**config.mk**
```make
export PLATFORM = sky130hd
export DESIGN_NAME = serial_adder
export DESIGN_NICKNAME = d
export VERILOG_FILES = /design/src/rtl/serial_adder.sv
export SDC_FILE = /design/constraint.sdc
export NUM_CORES = 1
export LEC_CHECK = 0
export ABC_AREA = 0
export ABC_CLOCK_PERIOD_IN_PS = 3700
export BUFFER_PORTS_ARGS = -buffer_cell sky130_fd_sc_hd__buf_2
export CORE_ASPECT_RATIO = 0.75
export CORE_MARGIN = 2
export CORE_UTILIZATION = 45
export CTS_CLUSTER_SIZE = 28
export DETAILED_ROUTE_END_ITERATION = 7
export PLACE_DENSITY = 0.76
export SETUP_SLACK_MARGIN = 0.4
export SLEW_MARGIN = 5
export SYNTH_ARGS = -nofsm -noshare
export SYNTH_HDL_FRONTEND = slang
export SYNTH_SLANG_ARGS = --single-unit
```
**constraint.sdc**
```tcl
create_clock -name Clk -period 3.7 [get_ports Clk]
set_input_delay 0.185 -clock Clk [delete_from_list [all_inputs] [get_ports Clk]]
set_output_delay 0.185 -clock Clk [all_outputs]
set_load 0.05 [all_outputs]
```
**src/rtl/serial_adder.sv**
```systemverilog
// -----------------------------------------------------------------------------
// serial_adder
//   Bit-serial adder/subtractor built from one full-adder cell and one carry
//   flip-flop. It processes two WIDTH-bit operands LSB first, one bit per
//   clock. A Start/Busy/Done handshake controls each operation. S, Cout and
//   Ovf are registered and change only when an operation completes or on
//   reset. With WIDTH=1 the block behaves as a registered full adder.
//
// Ports
//   Clk    in   rising-edge clock
//   Rst_n  in   asynchronous active-low reset
//   Start  in   operation request, sampled only while idle
//   Sub    in   0: A+B+Cin, 1: A-B (A + ~B + 1, Cin ignored)
//   A, B   in   WIDTH-bit operands, sampled with Start
//   Cin    in   carry-in for add mode, sampled with Start
//   Busy   out  high while an operation is in progress (exactly WIDTH cycles)
//   Done   out  one-cycle pulse when S/Cout/Ovf update
//   S      out  registered sum/difference, held until the next completion
//   Cout   out  carry out of the MSB (subtract mode: 1 = no borrow)
//   Ovf    out  signed overflow = carry into MSB ^ carry out of MSB
// -----------------------------------------------------------------------------
module serial_adder #(
    parameter int WIDTH = 8
) (
    input  logic             Clk,
    input  logic             Rst_n,
    input  logic             Start,
    input  logic             Sub,
    input  logic [WIDTH-1:0] A,
    input  logic [WIDTH-1:0] B,
    input  logic             Cin,
    output logic             Busy,
    output logic             Done,
    output logic [WIDTH-1:0] S,
    output logic             Cout,
    output logic             Ovf
);

    localparam int CNT_W = $clog2(WIDTH) + 1;

    localparam logic [0:0] IDLE = 1'b0;
    localparam logic [0:0] RUN  = 1'b1;

    localparam logic [CNT_W-1:0] LAST_BIT = CNT_W'(WIDTH - 1);

    logic [0:0]       state;
    logic [CNT_W-1:0] cnt;
    logic [WIDTH-1:0] a_sh;
    logic [WIDTH-1:0] b_sh;
    logic [WIDTH-1:0] acc;
    logic             carry;

    logic             sum_bit;
    logic             carry_nxt;
    logic [WIDTH-1:0] acc_nxt;

    function automatic logic majority(input logic x, input logic y, input logic z);
        return (x & y) | (x & z) | (y & z);
    endfunction

    // Single full-adder cell operating on the current LSBs of the operands.
    always_comb begin
        sum_bit   = a_sh[0] ^ b_sh[0] ^ carry;
        carry_nxt = majority(a_sh[0], b_sh[0], carry);
        // Sum bits enter at the MSB so that after WIDTH shifts bit 0 sits at
        // position 0. Written as shift+set so WIDTH=1 needs no special case.
        acc_nxt             = acc >> 1;
        acc_nxt[WIDTH-1]    = sum_bit;
    end

    assign Busy = (state == RUN);

    always_ff @(posedge Clk or negedge Rst_n) begin
        if (!Rst_n) begin
            state <= IDLE;
            cnt   <= '0;
            a_sh  <= '0;
            b_sh  <= '0;
            acc   <= '0;
            carry <= 1'b0;
            Done  <= 1'b0;
            S     <= '0;
            Cout  <= 1'b0;
            Ovf   <= 1'b0;
        end else begin
            Done <= 1'b0;
            case (state)
                IDLE: begin
                    if (Start) begin
                        a_sh  <= A;
                        // Subtraction is A + ~B + 1: invert B here and seed
                        // the carry with 1.
                        b_sh  <= Sub ? ~B : B;
                        carry <= Sub ? 1'b1 : Cin;
                        acc   <= '0;
                        cnt   <= '0;
                        state <= RUN;
                    end
                end
                RUN: begin
                    a_sh  <= a_sh >> 1;
                    b_sh  <= b_sh >> 1;
                    acc   <= acc_nxt;
                    carry <= carry_nxt;
                    cnt   <= cnt + 1'b1;
                    if (cnt == LAST_BIT) begin
                        // On the MSB edge the carry FF still holds the carry
                        // into the MSB, so overflow is available directly
                        // (for WIDTH=1 that is the initial carry).
                        state <= IDLE;
                        Done  <= 1'b1;
                        S     <= acc_nxt;
                        Cout  <= carry_nxt;
                        Ovf   <= carry ^ carry_nxt;
                    end
                end
                default: state <= IDLE;
            endcase
        end
    end

endmodule

```
# ---- Yosys cells after proc, flatten, opt, wreduce, memory -nomap -nowiden
# Cells that the tools add are included.
# W data, S select, Z words.
dict set report totals {
  in_bits 21
  register_bits 41
  wordCells 41
}
dict set report op_classes {
  n_reduce_logical 1
  bitwise_logic 10
  muxes 17
  n_eq_ne 2
  add_sub_neg 1
}
# operator count
set ops {}
lappend ops {{$pmux W8 S2} 3}
lappend ops {{$mux W8} 4}
lappend ops {{$not A8 Y8} 1}
lappend ops {{$pmux W4 S2} 1}
lappend ops {{$mux W1} 6}
lappend ops {{$add A4 B1 Y4 const B} 1}
lappend ops {{$eq A4 B3 Y1 const B} 1}
lappend ops {{$mux W4} 1}
lappend ops {{$pmux W1 S2} 2}
lappend ops {{$and A1 B1 Y1} 3}
lappend ops {{$xor A1 B1 Y1} 3}
lappend ops {{$ne A2 B2 Y1 const B} 1}
lappend ops {{$or A1 B1 Y1} 2}
lappend ops {{$reduce_and A2 Y1} 1}
lappend ops {{$not A1 Y1} 1}

# ---- Depth between registers and ports, before layout
# Gate-level depths: netlist of the first run.
dict set report depth {
  depth_word 4
  mapped_depth 5
  mapped_depth_nobuf 4
}

# ---- Worst setup path before layout of the first run
# OpenSTA, ideal clock, no wires.
dict set report synth_path {
  path_kind {register -> register}
  start {register state (netlist: Busy)}
  end {register S[0]}
  setup_time_ns 0.125
  t_arrival_ns 1.361
  stages_incl_launch_ff 4
  path_slack_ns 2.214
  path_buffers 1
  path_cell_list {dfrtp_1 -> nand4b_2 -> buf_6 -> mux2_4}
}
dict set report synth_via {
  elab_chain_cells 1
}
# item line
set synth_lines {}
lappend synth_lines {{from (decl)} 46} ;# logic [0:0] state;
lappend synth_lines {{from (signal assigned)} 75} ;# state <= IDLE;
lappend synth_lines {{from (signal assigned)} 97} ;# state <= RUN;
lappend synth_lines {{from (signal assigned)} 110} ;# state <= IDLE;
lappend synth_lines {{$reduce_and A2 Y1 (no line)} n/a}
lappend synth_lines {{to (signal assigned)} 112} ;# S <= acc_nxt;
lappend synth_lines {{to (decl)} 34} ;# output logic [WIDTH-1:0] S,
# No other way between the ends.
# A chain may end at the register's enable or synchronous reset.

# ---- Final worst setup path of the first run
dict set report layout_path {
  start {register state (netlist: Busy)}
  end {register Cout}
}
dict set report layout_via {
  elab_chain_cells 1
}
# item line
set layout_lines {}
lappend layout_lines {{$reduce_and A2 Y1 (no line)} n/a}
lappend layout_lines {{to (signal assigned)} 113} ;# Cout <= carry_nxt;
lappend layout_lines {{to (decl)} 35} ;# output logic Cout,
# No other way between the ends.

==> reports/results.txt, run 1 <==
die width: 77.24 µm
slew margin rel.: 0.4335
syn nets: 177
Synth area leaders: dfrtp_1 55%, mux2i_1 8.3%, o21ai_0 6.4%
fmax: 576.0 MHz
final core occ: 0.5620
worst reg-to-reg setup slack: 1.96 ns
Syn Area/Cell: 11.76 µm²
mux cell area share after synthesis: 0.1596
Static Leak: 1.063 nW
Setup crit start kind: flop
CTS tree: done
Compound-Gate Fraction of Synth Area: 0.08569
Sequential Area: 1001 µm²
Die Area: 4552 µm²
Pins Over Slew Limit: 0
Final period util: 0.4692
max-cap viol count: 0
post-DR vias/cell: 5.013
crit path to: Cout$_DFFE_PN0P_
met3 WL: 166 µm
clock-pin slew on the worst setup and hold paths: 0.07 ns
Sum Neg Setup Slack: 0 ns
Critical Path AT: 1.91 ns
Max Root-Sink Buffers: 2
VDD IR max: 0.0003895 V
Root Buffer: clkbuf_8
M1 WL: 1495 µm
largest area contributor in the synthesized netlist: dfrtp_1
Post-CTS Resized: 0
port bufs: 32
multi-input logic area: 744.5 µm²
H-tree lvl count: 2
All-Layer GR Usage: 0.1664
final net count: 207
commonest non-fill, non-tap cell in the layout: dfrtp_1
FF-to-FF End: Cout$_DFFE_PN0P_
crit path from: Busy$_DFF_PN0_
DR vias: 1183
FP Rows: 19
main combinational cell family by area after synthesis: multiplexers
Worst Tran Pin Value: 0.8497 ns
Worst Setup End Kind: flop
Clock Latency Late Sink: 0.29 ns
DRT Wirelength: 3280 µm
cells after synthesis: 154
postcts setup bufs: 0
post-synthesis xor/xnor area fraction: 0.05321
unique cell type count in the Yosys netlist: 21
synthesis-stage register bit count: 40
DRT antenna net count: 0
register area share after synthesis: 0.5529
Tmin final: 1.736 ns
R2R Path Start: Busy$_DFF_PN0_
IO Pins: 33
Worst Reg2Reg Path Length in Cells: 3
setup violators final: 0
critical path, cell by cell: buf_4, nand4b_2, mux2_2
routed len/inst: 13.90 µm
Placer Congestion: 0.7329
top routing layer in use: met4
DIE HEIGHT: 58.93 µm
DP HPWL: 2288 µm
largest net degree at the start of global routing: 54
RSZ-0062 raised after global routing: false
crit path max-delay cell type: nand4b_2
Yosys warnings: 0
endpoints failing hold: 0
Clock Skews: 0.006627 ns
hold buffers post-CTS: 0
WS Path Type: reg -> reg
share of cells above drive strength 1: 0.2772
P per Cell Area: 861.7 nW/µm²
mapped cell area: 1810 µm²
DRC viols: 0
number of global-route vias before repair: 1237
CP Max Fanout: 53
total core area: 3756 µm²
top-area cell type share of the netlist area: 0.5529
initial DRC count: 101
first-pass GRT wire length: 5761 µm
fill cell count: 347
simple-gate share of the synthesized area: 0.09468
Antenna diodes: 0
clk sink count: 40
met2 WL: 1568 µm
first-pass detailed-route iteration total: 4
area grow syn2layout: 16.59%
total grt overflow: 0
worst min path class: in -> async
initial antenna violation count: 0
Post-Synth Adder-Cell Area: 0.01797
status: completed
most frequent cells in the layout: 40 x dfrtp_1, 32 x buf_2, 23 x nand2_1, 23 x o21ai_0, 15 x mux2i_1
Starting Density: 0.4820
TritonCTS Buffers: 5
slowest cell delay on critical path: 0.47 ns
Critical Path RT: 3.87 ns
[metrics by stage]
step | cell area (µm²) | power [mW] | worst slack, ns | cells | hold WS [ns]
3_5_place_dp | 1982 | 1.424 | 1.962 | 229 | 0.3570
2_1_floorplan | 1810 | 1.258 | 2.214 | 154 | -0.1106
3_3_place_gp | 1982 | 1.374 | 2.036 | 229 | 0.3350
5_1_grt | 2111 | 1.937 | 1.799 | 236 | 0.08039
6_report | 2111 | 1.819 | 1.964 | 236 | 0.0003049
4_1_cts | 2111 | 1.841 | 1.946 | 236 | 0.03777
[synth_stat cells]
cell and instances:
mux2_4 7, buf_2 7, a22o_1 3, o21ai_0 23, mux2_2 3, nand2_1 23
inv_1 1, a211oi_1 1, mux2i_1 15, xor2_1 8, xnor2_1 3, o22ai_1 1
fa_1 1, ha_1 1, nor2_1 4, clkbuf_1 1, nand2b_1 8, nand3_1 1
buf_6 2, nand4b_2 1, dfrtp_1 40
[registers in the layout, summed over array words and instances, names as in the netlist, 4 cells and up]
| signal | count |
|---|---|
| cnt | 4 |
| b_sh | 8 |
| acc | 7 |
| a_sh | 8 |
| S | 8 |
[worst min-delay path by stage]
stage	cells past startpoint	end	startpoint
after floorplan	0	Busy$_DFF_PN0_	Rst_n
after global placement	1	cnt[0]$_DFFE_PN0P_	Rst_n
after detailed placement	1	cnt[0]$_DFFE_PN0P_	Rst_n
after CTS	1	b_sh[5]$_DFFE_PN0P_	Rst_n
after global routing	1	b_sh[5]$_DFFE_PN0P_	Rst_n
final	1	cnt[0]$_DFFE_PN0P_	Rst_n
[logic make-up (layout without fill, tap and decap cells)]
| kind of cell | Yosys count | in the layout |
|---|---|---|
| AO/OA/AOI/OAI | 28 | 28 |
| XOR/XNOR | 11 | 11 |
| adder cells (fa/ha/maj) | 2 | 2 |
| buffers and inverters | 11 | 41 |
| flip-flops | 40 | 40 |
| multiplexers | 25 | 25 |
| AND/OR/NAND/NOR | 37 | 37 |
[power breakdown]
part           internal (mW)  total [mW]  switching, mW
logic                  0.263       0.690          0.427
clock network          0.265       0.411          0.146
registers              0.607       0.717          0.110
total                   1.14        1.82          0.683
[per-layer routing]
metal  track usage  vias to the layer above
met5             0                        -
met4       0.05357                        0
met3       0.05215                        5
met2        0.2783                       27
met1        0.2105                      573
li1              -                      578
[critical path: cells and delay by family (launching register included)]
kind | cells | cell delay, ns
and+or+nand+nor | 1 | 0.47
muxes | 1 | 0.44
buffers and inverters | 1 | 0.39
DFF | 1 | 0.32
[cell type report]
class,count,area share
tap,52,0.03082
clock buffer,5,0.03260
clock inverter,2,0.02845
timing repair buffer,33,0.07943
inverter,1,0.001778
sequential,40,0.4742
multi-input combinational,103,0.3527
Note: power is estimated with default switching activity, not from simulation.
==> run 2: changes to the inputs <==
--- a/config.mk
+++ b/config.mk
@@ -5,8 +5,8 @@
 export SDC_FILE = /design/constraint.sdc
 export NUM_CORES = 1
 export LEC_CHECK = 0
-export ABC_AREA = 0
-export ABC_CLOCK_PERIOD_IN_PS = 3700
+export ABC_AREA = 1
+export ABC_CLOCK_PERIOD_IN_PS = 1810
 export BUFFER_PORTS_ARGS = -buffer_cell sky130_fd_sc_hd__buf_2
 export CORE_ASPECT_RATIO = 0.75
 export CORE_MARGIN = 2
==> constraint.sdc (replaced) <==
create_clock -name Clk -period 1.81 [get_ports Clk]
set_input_delay 0.0905 -clock Clk [delete_from_list [all_inputs] [get_ports Clk]]
set_output_delay 0.0905 -clock Clk [all_outputs]
set_load 0.05 [all_outputs]
==> run 2 against run 1 <==
Compared with the run above: flip-flop and latch count did not move; power grew 96%; critical path depth up 1; clock power increased by 47%; utilization increased by 0.67 points; worst hold slack better by 0.011 ns; cell count up 31%; combinational power grew 110%; maximum frequency grew 34%; count of clock-buffer cells in the layout up 1; largest cell class unchanged; highest routed layer unchanged.
==> reports/results.txt, run 2 <==
DP HPWL: 2414 µm
routed len/inst: 11.03 µm
first-pass detailed-route iteration total: 4
DR vias: 1471
Sequential Area: 1001 µm²
P per Cell Area: 1669 nW/µm²
count leader, synth: nand2_1
fill cell count: 368
unique cell type count in the Yosys netlist: 20
Antenna diodes: 0
worst min path class: in -> reg
Hold Slack: 0.01127 ns
biggest regs: S x8, a_sh x8, b_sh x8
Placer Congestion: 0.7473
Clock Skews: 0.004807 ns
Worst Tran Pin Value: 0.3549 ns
slew margin rel.: 0.7628
commonest non-fill, non-tap cell in the layout: nand2_1
die width: 77.40 µm
FP Rows: 19
DRT antenna net count: 0
H-tree lvl count: 2
Setup crit start kind: flop
cells after synthesis: 219
WS Path Type: reg -> reg
DIE HEIGHT: 59.05 µm
initial DRC count: 93
first-pass GRT wire length: 5796 µm
total grt overflow: 0
clock-pin slew on the worst setup and hold paths: 0.07 ns
number of flops mapped to enable cells by yosys: 0
largest area contributor in the synthesized netlist: dfrtp_1
TritonCTS Buffers: 5
initial antenna violation count: 0
Final period util: 0.7157
register area share after synthesis: 0.5506
max-cap viol count: 0
mapped cell area: 1818 µm²
Die Area: 4570 µm²
Post-synth ARST share: 1.000
Tmin final: 1.295 ns
area grow syn2layout: 17.48%
Worst Setup End Kind: flop
port bufs: 32
Sum Neg Setup Slack: 0 ns
most frequent cells in the layout: 100 x nand2_1, 40 x dfrtp_1, 32 x buf_2, 22 x inv_1, 22 x nand3_1
Post-synth top cells: 100 x nand2_1, 40 x dfrtp_1, 22 x inv_1, 22 x nand3_1, 6 x nor2_1
Yosys warnings: 0
Starting Density: 0.4840
clk sink count: 40
DRT Wirelength: 3418 µm
synthesis-stage register bit count: 40
CP Max Fanout: 16
CTS tree: done
top-area cell type share of the netlist area: 0.5506
endpoints failing hold: 0
status: completed
largest net degree at the start of global routing: 41
DRC viols: 0
RSZ-0062 raised after global routing: false
Main synth FF type: dfrtp_1
syn nets: 242
post-DR vias/cell: 4.745
postcts setup bufs: 0
multi-input logic area: 661.9 µm²
Clock Latency Late Sink: 0.30 ns
VDD IR max: 0.0008480 V
final net count: 280
Static Leak: 1.177 nW
fmax: 771.9 MHz
Critical Path AT: 1.53 ns
IO Pins: 33
All-Layer GR Usage: 0.1717
total core area: 3756 µm²
Critical Path RT: 2.04 ns
Max Root-Sink Buffers: 2
setup violators final: 0
Synth area leaders: dfrtp_1 55%, nand2_1 21%, nand3_1 6.1%
number of global-route vias before repair: 1293
Root Buffer: clkbuf_8
share of cells above drive strength 1: 0.2016
Pins Over Slew Limit: 0
Syn Area/Cell: 8.301 µm²
run 2: cell types whose count changed after synthesis, sizes merged, moves of 8 or more:
cell	delta
nand2b	-8
nand2	+80
nand3	+21
o21ai	-18
xor2	-8
mux2	-10
inv	+23
mux2i	-15
run 2: logic make-up (layout without fill, tap and decap cells):
family | after synthesis | after routing | synth area share
AND/OR/NAND/NOR | 134 | 134 | 0.3056
flip-flops | 40 | 40 | 0.5506
adder cells (fa/ha/maj) | 2 | 2 | 0.01789
AO/OA/AOI/OAI | 12 | 12 | 0.03785
buffers and inverters | 31 | 70 | 0.08809
run 2: final cells by class:
class | count | area share
Clock inverter | 2 | 0.004687
Inverter | 24 | 0.04335
Timing Repair Buffer | 38 | 0.1043
Clock buffer | 6 | 0.03866
Tap cell | 52 | 0.03046
Multi-Input combinational cell | 148 | 0.3099
Sequential cell | 40 | 0.4687
run 2: timing repair:
action / in CTS / in global routing
resized for setup: 0 / 1
endpoints found under the setup margin: 0 / 10
hold endpoints to repair: 41 / 0
hold buffers: 2 / 0
run 2: final timing paths:
check	startpoint	endpoint	slack, ns	depth (start not counted)
setup / recovery	Busy$_DFF_PN0_	carry$_DFFE_PN0P_	0.51	4
hold / removal	A[0]	a_sh[0]$_DFFE_PN0P_	0.01	3
setup reg to reg	Busy$_DFF_PN0_	carry$_DFFE_PN0P_	0.51	4
hold reg to reg	S[1]$_DFFE_PN0P_	S[1]$_DFFE_PN0P_	0.47	2
max in group asynchronous	Rst_n	a_sh[6]$_DFFE_PN0P_	1.33	3
min in group asynchronous	Rst_n	b_sh[4]$_DFFE_PN0P_	0.29	3
run 2: critical path, cell delays in order (launching register included):
cell	delay, ns
dfrtp_1	0.49
buf_4	0.22
nor2_4	0.30
o21ai_0	0.14
nand3_1	0.09
run 2: per-stage QoR:
step,instances,util,total power [mW],worst slack (ns),cell area (µm²)
5_1_grt,310,0.5686,3.845,0.4009,2136
3_3_place_gp,300,0.5373,2.940,0.5201,2018
3_5_place_dp,300,0.5373,2.971,0.5018,2018
4_1_cts,310,0.5673,3.590,0.4758,2131
2_1_floorplan,219,-,2.644,0.4568,1818
6_report,310,0.5686,3.565,0.5146,2136
run 2: layer usage:
| layer | GRT usage | share of wire | vias up |
|---|---|---|---|
| li1 | - | - | 748 |
| met1 | 0.2175 | 0.48 | 678 |
| met2 | 0.2584 | 0.43 | 38 |
| met3 | 0.07165 | 0.058 | 7 |
| met4 | 0.08418 | 0.030 | 0 |
| met5 | 0 | 0 | - |
run 2: power breakdown:
part / switching, mW / internal [mW] / total [mW]
Combinational: 1.03 / 0.450 / 1.48
Clock: 0.300 / 0.304 / 0.604
Sequential: 0.224 / 1.25 / 1.48
Total: 1.56 / 2.01 / 3.56
==> run 3: changes to the inputs <==
--- a/config.mk
+++ b/config.mk
@@ -6,7 +6,7 @@
 export NUM_CORES = 1
 export LEC_CHECK = 0
 export ABC_AREA = 1
-export ABC_CLOCK_PERIOD_IN_PS = 1810
+export ABC_CLOCK_PERIOD_IN_PS = 1200
 export BUFFER_PORTS_ARGS = -buffer_cell sky130_fd_sc_hd__buf_2
 export CORE_ASPECT_RATIO = 0.75
 export CORE_MARGIN = 2
==> constraint.sdc (replaced) <==
create_clock -name Clk -period 1.2 [get_ports Clk]
set_input_delay 0.06 -clock Clk [delete_from_list [all_inputs] [get_ports Clk]]
set_output_delay 0.06 -clock Clk [all_outputs]
set_load 0.05 [all_outputs]
==> run 3 against run 2 <==
Compared with the run above: maximum frequency increased by 1.8%; highest routed layer unchanged; utilization increased by 27 points; the flow now finishes with violations (negative setup slack); critical endpoint is now Ovf$_DFFE_PN0P_; largest cell class is now multi-input combinational cells; critical path type unchanged; sequential power increased by 65%.
==> reports/results.txt, run 3 (synthesized netlist as in run 2, its figures left out) <==
Static Leak: 1.770 nW
Root Buffer: clkbuf_8
CP Max Fanout: 4
critical path, cell by cell: fa_2, nor2_1, nor2_2, nand2_1, nand2_1
pre-CTS worst setup slack: 0.01767 ns
multi-input logic area: 1100 µm²
status: finished with violations
post-DR vias/cell: 5.266
total grt overflow: 0
All-Layer GR Usage: 0.2351
initial antenna violation count: 0
Critical Path RT: 1.39 ns
Max Root-Sink Buffers: 2
WS Path Type: reg -> reg
smallest setup slack after layout: -0.07274 ns
Die Area: 4570 µm²
clk sink count: 40
Gate power share: 0.558
die width: 77.40 µm
worst min path class: in -> reg
Pins Over Slew Limit: 0
Setup crit start kind: flop
TritonCTS Buffers: 5
setup violators final: 8
Final period util: 1.061
Placer Congestion: 0.8289
port bufs: 32
CP dominant cell by count: nand2_1
Worst Setup End Kind: flop
DRT antenna net count: 0
routed len/inst: 17.89 µm
Starting Density: 0.4840
DRC viols: 0
biggest regs: S x8, a_sh x8, b_sh x8
Tmin final: 1.273 ns
clock-pin slew on the worst setup and hold paths: 0.08 ns
largest net degree at the start of global routing: 18
final net count: 323
fill cell count: 190
P per Cell Area: 2628 nW/µm²
Crit path max-delay family: adder cells
total core area: 3756 µm²
CTS tree: done
Antenna diodes: 0
first-pass detailed-route iteration total: 4
Internal: 4.684 mW
Worst Tran Pin Value: 0.4280 ns
Post-DP Area: 2087 µm²
Clock Skews: 0.01163 ns
VDD IR max: 0.001901 V
Switching Fraction: 0.4361
slew margin rel.: 0.7147
initial DRC count: 189
fin area: 3161 µm²
violated checks: negative setup slack
IO Pins: 33
Critical Path Stages: 5
Sequential Area: 1002 µm²
DRT Wirelength: 6316 µm
max-cap viol count: 0
area grow syn2layout: 73.85%
Hold Path Depth: 4
Hold Slack: 0.07066 ns
most frequent cells in the layout: 65 x nand2_1, 39 x dfrtp_1, 25 x buf_6, 24 x nand2_4
Clock Latency Late Sink: 0.31 ns
RSZ-0062 raised after global routing: true
DR vias: 1859
number of global-route vias before repair: 1767
Sum Neg Setup Slack: -0.1824 ns
DP HPWL: 2539 µm
H-tree lvl count: 2
endpoints failing hold: 0
Critical Path AT: 1.46 ns
first-pass GRT wire length: 8107 µm
commonest non-fill, non-tap cell in the layout: nand2_1
Flop pwr share: 0.294
fmax: 785.7 MHz
crit path max-delay cell type: fa_2
clock share of power: 0.148
share of cells above drive strength 1: 0.5282
Buffers & Inverters on Critical Path: 0
FP Rows: 19
DIE HEIGHT: 59.05 µm
slowest cell delay on critical path: 0.43 ns
Net Sw Power: 3.622 mW
Worst Reg2Reg Path Length in Cells: 5
## run 3: cell count changes in the layout (fill, tap and decap cells not counted), sizes merged
cell	before	now
buf	36	70
nand2	103	104
clkbuf	6	7
inv	24	23
bufinv	0	1
clkinv	2	1
dlygate4sd3	2	10
## run 3: repair_timing
item | in CTS | in global routing
gates cloned | 1 | 1
endpoints found under the setup margin | 52 | 52
setup buffers | 20 | 8
pin swaps | 22 | 11
hold buffers | 9 | 1
gates resized for setup | 67 | 82
hold endpoints to repair | 23 | 1
## run 3: power by group through the flow
stage | Sequential (mW) | Clock (mW) | Combinational, mW
3_5_place_dp | 2.26 | 0 | 2.39
3_3_place_gp | 2.24 | 0 | 2.35
4_1_cts | 2.25 | 1.22 | 3.54
2_1_floorplan | 2.78 | 0 | 1.23
5_1_grt | 2.49 | 1.29 | 4.89
6_report | 2.44 | 1.23 | 4.63
## run 3: area by class of cell
cell class | count | area share
Clock inverter | 1 | 0.009501
Clock buffer | 7 | 0.03048
Inverter | 24 | 0.03405
Tap cell | 52 | 0.02059
Sequential cell | 40 | 0.3171
Multi-Input combinational cell | 149 | 0.3480
Timing Repair Buffer | 80 | 0.2403
## run 3: per-layer routing
layer / global-route usage / up-vias / wire (µm)
li1: - / 840 / -
met1: 0.2837 / 920 / 2579
met2: 0.4025 / 78 / 3184
met3: 0.06250 / 21 / 344
met4: 0.1097 / 0 / 206
met5: 0 / - / 0
## run 3: through the flow
| step | util | total power, mW | std cells |
|---|---|---|---|
| after floorplan | - | 4.013 | 219 |
| after global placement | 0.5556 | 4.591 | 305 |
| after detailed placement | 0.5556 | 4.651 | 305 |
| after CTS | 0.7298 | 7.014 | 343 |
| after global routing | 0.8414 | 8.668 | 353 |
| final | 0.8414 | 8.307 | 353 |
## run 3: worst reg2reg max path: cells and delay by family (launching register included)
family,cells,cell delay [ns]
fa+ha+maj,1,0.43
flops,1,0.40
simple gates,4,0.33
## run 3: worst paths after layout
path                                      from                   to  slack (ns)
min in group asynchronous                Rst_n       Busy$_DFF_PN0_        0.22
hold / removal                            B[7]  b_sh[7]$_DFFE_PN0P_        0.07
hold reg to reg            a_sh[3]$_DFFE_PN0P_  a_sh[3]$_DFFE_PN0P_        0.50
setup / recovery           b_sh[0]$_DFFE_PN0P_      Ovf$_DFFE_PN0P_       -0.07
max in group asynchronous                Rst_n     S[4]$_DFFE_PN0P_        0.50
setup reg to reg           b_sh[0]$_DFFE_PN0P_      Ovf$_DFFE_PN0P_       -0.07
